<file path="src/rtl/xs3_bcd_seq_ctrl_pkg.sv">
// Shared types and constants for the Excess-3 to BCD sequencing controller.
package xs3_pkg;

   typedef enum logic [1:0] {
      IDLE,
      CONV,
      DONE
   } xs3_state_t;

   localparam int         XS3_DIGIT_W = 4;
   localparam logic [3:0] XS3_OFFSET  = 4'd3;
   localparam logic [3:0] XS3_MIN     = 4'h3;
   localparam logic [3:0] XS3_MAX     = 4'hC;

endpackage

</file>
<file path="src/rtl/xs3_bcd_seq_ctrl_digit_dec.sv">
// Single Excess-3 digit decoder; out-of-range codes decode to zero and raise invalid.
module xs3_digit_dec
   import xs3_pkg::*;
(
   input  logic [3:0] code,
   output logic [3:0] bcd,
   output logic       invalid
);

   always_comb begin
      invalid = (code < XS3_MIN) || (code > XS3_MAX);
      bcd     = invalid ? 4'h0 : (code - XS3_OFFSET);
   end

endmodule

</file>
<file path="src/rtl/xs3_bcd_seq_ctrl.sv">
// Multi-digit Excess-3 to BCD controller sharing one digit decoder, LSB digit first.
// Optional per-digit error reporting is enabled by defining XS3_ERR_DETECT_EN.
module xs3_bcd_seq_ctrl
   import xs3_pkg::*;
#(
   parameter int NDIGITS = 4
) (
   input  logic                 clk,
   input  logic                 rst,
   input  logic                 in_valid,
   output logic                 in_ready,
   input  logic [4*NDIGITS-1:0] in_data,
   output logic                 out_valid,
   input  logic                 out_ready,
   output logic [4*NDIGITS-1:0] out_data,
   output logic                 out_err,
   output logic [NDIGITS-1:0]   err_mask
);

   localparam int CNT_W = (NDIGITS > 1) ? $clog2(NDIGITS) : 1;
   localparam int W     = XS3_DIGIT_W * NDIGITS;
   localparam logic [CNT_W-1:0] LAST = CNT_W'(NDIGITS - 1);

   xs3_state_t     state_q, state_d;
   logic [CNT_W-1:0] cnt_q, cnt_d;
   logic [W-1:0]   cap_q, cap_d;
   logic [W-1:0]   data_q, data_d;
   logic [3:0]     dig_code;
   logic [3:0]     dig_bcd;
   logic           dig_inv;

   assign in_ready  = (state_q == IDLE);
   assign out_valid = (state_q == DONE);
   assign out_data  = data_q;

   // Select the digit addressed by the counter for the shared decoder.
   always_comb begin
      dig_code = 4'h0;
      for (int i = 0; i < NDIGITS; i++) begin
         if (cnt_q == CNT_W'(i)) dig_code = cap_q[XS3_DIGIT_W*i +: XS3_DIGIT_W];
      end
   end

   xs3_digit_dec u_dec (
      .code    (dig_code),
      .bcd     (dig_bcd),
      .invalid (dig_inv)
   );

`ifdef XS3_ERR_DETECT_EN
   logic [NDIGITS-1:0] err_q, err_d;
   assign err_mask = err_q;
   assign out_err  = |err_q;
`else
   logic unused_dig_inv;
   assign unused_dig_inv = dig_inv;
   assign err_mask = '0;
   assign out_err  = 1'b0;
`endif

   always_comb begin
      state_d = state_q;
      cnt_d   = cnt_q;
      cap_d   = cap_q;
      data_d  = data_q;
`ifdef XS3_ERR_DETECT_EN
      err_d   = err_q;
`endif
      case (state_q)
         IDLE: begin
            if (in_valid) begin
               cap_d   = in_data;
               data_d  = '0;
               cnt_d   = '0;
`ifdef XS3_ERR_DETECT_EN
               err_d   = '0;
`endif
               state_d = CONV;
            end
         end
         CONV: begin
            for (int i = 0; i < NDIGITS; i++) begin
               if (cnt_q == CNT_W'(i)) begin
                  data_d[XS3_DIGIT_W*i +: XS3_DIGIT_W] = dig_bcd;
`ifdef XS3_ERR_DETECT_EN
                  err_d[i] = dig_inv;
`endif
               end
            end
            if (cnt_q == LAST) state_d = DONE;
            else               cnt_d   = cnt_q + 1'b1;
         end
         DONE: begin
            if (out_ready) state_d = IDLE;
         end
         default: state_d = IDLE;
      endcase
   end

   always_ff @(posedge clk) begin
      if (rst) begin
         state_q <= IDLE;
         cnt_q   <= '0;
         cap_q   <= '0;
         data_q  <= '0;
`ifdef XS3_ERR_DETECT_EN
         err_q   <= '0;
`endif
      end else begin
         state_q <= state_d;
         cnt_q   <= cnt_d;
         cap_q   <= cap_d;
         data_q  <= data_d;
`ifdef XS3_ERR_DETECT_EN
         err_q   <= err_d;
`endif
      end
   end

endmodule

</file>
<file path="config.mk">
export PLATFORM = sky130hd
export DESIGN_NAME = xs3_bcd_seq_ctrl
export DESIGN_NICKNAME = d
export VERILOG_FILES = /design/src/rtl/xs3_bcd_seq_ctrl_pkg.sv /design/src/rtl/xs3_bcd_seq_ctrl_digit_dec.sv /design/src/rtl/xs3_bcd_seq_ctrl.sv
export SDC_FILE = /design/constraint.sdc
export NUM_CORES = 1
export LEC_CHECK = 0
export ABC_AREA = 0
export CAP_MARGIN = 5
export CORE_AREA = 2 2 68 70
export DETAILED_ROUTE_END_ITERATION = 8
export DIE_AREA = 0 0 70 72
export GPL_ROUTABILITY_DRIVEN = 0
export PLACE_DENSITY = 0.68
export SYNTH_ARGS = -nofsm -noshare
export SYNTH_HDL_FRONTEND = slang
export SYNTH_SLANG_ARGS = --single-unit
</file>
<file path="constraint.sdc">
create_clock -name clk -period 2.3 [get_ports clk]
set_input_delay 0.23 -clock clk [delete_from_list [all_inputs] [get_ports clk]]
set_output_delay 0.23 -clock clk [all_outputs]
set_load 0.1 [all_outputs]
</file>
==> flow_summary_export.csv <==
group,metric,value,unit
clock_network,clk_pin_slew,0.07,ns
sta,max-slew-margin-rel,62.0,%
worst_setup_path,required,2.46,ns
power_and_ir_drop,p_seq_share,45.8,%
clock_network,cts_buffers,5,
place,dpl.hpwl,2770,µm
route,met3_length,168,µm
cells_and_area,antennaDiodeCount,0,
grt,grt_pass1_vias,1431,
run_status,outcome,"finished, final reports clean",
clock_network,clock_sink_count,36,
route,postRouteAntennaNets,0,
power_and_ir_drop,pwr-share-clk,32.6,%
floorplan,die_area,0.00504,mm²
clock_network,ctsRootBufferMaster,"clkbuf_8",
yosys,syn_area,0.00182,mm²
worst_setup_path,r2r_end,"out_data[5]",
clock_network,ctsLongestPathBuffers,2,
power_and_ir_drop,powerDensity,607,mW/mm²
worst_setup_path,cp-endpoint,"out_data[5]",
sta,fin_crit_sh,95.2,%
sta,max_freq,0.457,GHz
hold_path,hold_path_class,"flip-flop to flip-flop",
route,drc,0,
route,first_pass_iters,4,
cells_and_area,fin_area,0.00240,mm²
worst_setup_path,startpoint,"cnt_q[0]",
job,drv_cap,0,
grt,antenna_found_initial,0,
sta,drv_slew,0,
floorplan,start_util,42.7,%
worst_setup_path,cp_cell_sequence,"inv_1 -> ha_2 -> buf_4 -> a211oi_1 -> a221oi_1 -> or3_4 -> nand4_4 -> mux2i_1",
power_and_ir_drop,peakVddDrop,347,µV
floorplan,fp.dieH,72,µm
route,routed_wl,3760,µm
clock_network,cts_htree_levels,2,
yosys,muxShareOfSynthArea,7.22,%
clock_network,hold_buffers,0,
clock_network,cts_tree,"built",
power_and_ir_drop,p_leak,0.000986,µW
sta,finalSetupViolCount,0,
worst_setup_path,path_class,"flip-flop to flip-flop",
route,wl_met1,1700,µm
sta,worstMarginPinSlew,0.569,ns
worst_setup_path,r2r_start,"cnt_q[0]",
worst_setup_path,crit_fanout,6,
route,top_layer,"met4",
worst_setup_path,crit_path_max_incr_delay,0.40,ns
yosys,avgSynthCellArea,8.79,µm²
route,num_vias,1517,
yosys,synth_compound_area_share,17.7,%
yosys,yosys_warnings,0,
yosys,ys_seq_area_share,39.6,%
route,via_per_inst,4.97,
grt,grt_max_degree,36,
sta,timing.final.hold_violations,0,
worst_setup_path,cp_slowest_cell,"a211oi_1",
hold_path,min_path_cells,2,
cells_and_area,fillers,403,
worst_setup_path,regToRegSetupSlack,0.11,ns
power_and_ir_drop,swShare,30.2,%
floorplan,num_io_pins,43,
floorplan,die_width,70,µm
worst_setup_path,critPathCaptureType,"flip-flop",
yosys,synth_cells,207,
grt,grt_pass1_wl,6310,µm
yosys,synth_top_family_by_area,"simple AND/OR/NAND/NOR gates",
route,drt_iter0_markers,49,
yosys,synthFlopType,"dfxtp_1",
worst_setup_path,rr_worst_depth,8,
power_and_ir_drop,p_int,1020,µW
worst_setup_path,critPathLaunchType,"flip-flop",
cells_and_area,final_cell_mix,"nand2_1, dfxtp_1, buf_4, a21oi_1, clkdlybuf4s50_1",
sta,finalSetupTns,0,ns
yosys,synth_fa_ha_area_share,4.12,%
cells_and_area,nNetsFinal,278,
power_and_ir_drop,pwr-share-comb,21.6,%
route,routedWlPerCell,12.3,µm
grt,grt_usage,15.4,%
worst_setup_path,critPathArrivalTime,2.35,ns
place,io_buffers,37,
cells_and_area,synthToLayoutAreaGrowth,31.6,%
place,dpl_cell_area,0.00222,mm²
yosys,ys_ff_latch,36,
yosys,async_reset_ff_share,0,%
yosys,synth_xor_area_share,0,%
sta,finClkSkew,0.00751,ns
yosys,synth-simple-area-share,23.4,%
yosys,synth_cell_types,40,
cells_and_area,final_common_cell,"nand2_1",
clock_network,clk_latency,0.29,ns
floorplan,num_rows,24,
cells_and_area,drive_gt1_share,24.9,%
power_and_ir_drop,p_switching,438,µW
route,wl_met2,1830,µm
floorplan,core,0.00426,mm²
sta,min_period,2.19,ns
grt,grt-ovfl-total,0,
yosys,synth_edf_count,0,
-- worst min path at each step --
stage	from	endpoint	slack, ns
2_1_floorplan	in_data[0]	cap_q[0]	0.37
3_3_place_gp	cap_q[15]	cap_q[15]	0.45
3_5_place_dp	cap_q[12]	cap_q[12]	0.45
4_1_cts	cap_q[12]	cap_q[12]	0.46
5_1_grt	cap_q[6]	cap_q[6]	0.48
6_report	cap_q[12]	cap_q[12]	0.46
-- cell usage after synthesis (2+ instances only) --
library cell	n	area (µm²)
nand2_1	38	143
dfxtp_1	36	721
a21oi_1	21	105
nand2b_1	14	87.6
mux2i_1	12	120
nor3b_1	8	60.1
clkbuf_1	7	26.3
inv_1	7	26.3
nor2_1	7	26.3
ha_1	6	75.1
buf_4	5	37.5
a21o_1	4	30.0
nand3b_1	4	30.0
a211oi_1	3	22.5
a221o_1	3	30.0
buf_6	3	33.8
a221oi_1	2	17.5
a22oi_1	2	15.0
and2_1	2	12.5
buf_2	2	10.0
nand4_2	2	25.0
-- sequential cells by signal (all words and copies together) (netlist names) --
signal and flops:
cnt_q 2, state_q 2, cap_q 16, out_data 16
-- final cells by class --
cell class | instances | area, µm² | share of cell area (%)
multi-input combinational | 149 | 1040 | 43.5
sequential | 36 | 728 | 30.4
timing repair buffer | 51 | 430 | 18.0
clock buffer | 6 | 82.6 | 3.45
tap | 52 | 65.1 | 2.72
inverter | 9 | 33.8 | 1.41
clock inverter | 2 | 13.8 | 0.574
-- stage by stage --
step	hold WS [ns]	std cells	util, %	worst slack, ns	power, µW
floorplan	0.366	211	-	0.0555	898
global placement	0.445	295	52.1	0.00927	976
detailed placement	0.448	295	52.1	-0.0855	978
CTS	0.459	303	54.6	0.00351	1460
global route	0.478	305	56.2	-0.0193	1530
finish	0.457	305	56.2	0.110	1450
-- what timing repair did --
action	in CTS	in global routing
resized for setup	3	14
setup endpoints to repair	8	16
gates cloned	0	0
buffers inserted	0	2
pin swaps	1	3
-- power by group through the flow --
stage | Combinational, µW | Sequential, µW | Clock, µW
global route | 341 | 670 | 517
floorplan | 195 | 703 | 0
CTS | 299 | 666 | 492
detailed placement | 298 | 681 | 0
finish | 314 | 666 | 473
global placement | 296 | 680 | 0
-- metal layers --
metal	track usage, %	up-vias
li1	-	794
met1	18.3	684
met2	26.0	32
met3	4.86	7
met4	6.20	0
met5	0	-
-- cells by family after synthesis --
logic type,after synthesis
compound gates,44
flops,36
mux,13
fa+ha+maj,6
buf+inv,26
simple gates,81
other cells,1
-- critical path: cells and delay by family, from the launching register on --
family / cells / cell delay [ns]
buffers and inverters: 2 / 0.22
adder cells (fa/ha/maj): 1 / 0.23
AO/OA/AOI/OAI: 2 / 0.62
flip-flops: 1 / 0.38
multiplexers: 1 / 0.08
AND/OR/NAND/NOR: 2 / 0.53
No activity file was read; power rests on OpenSTA's default activity.
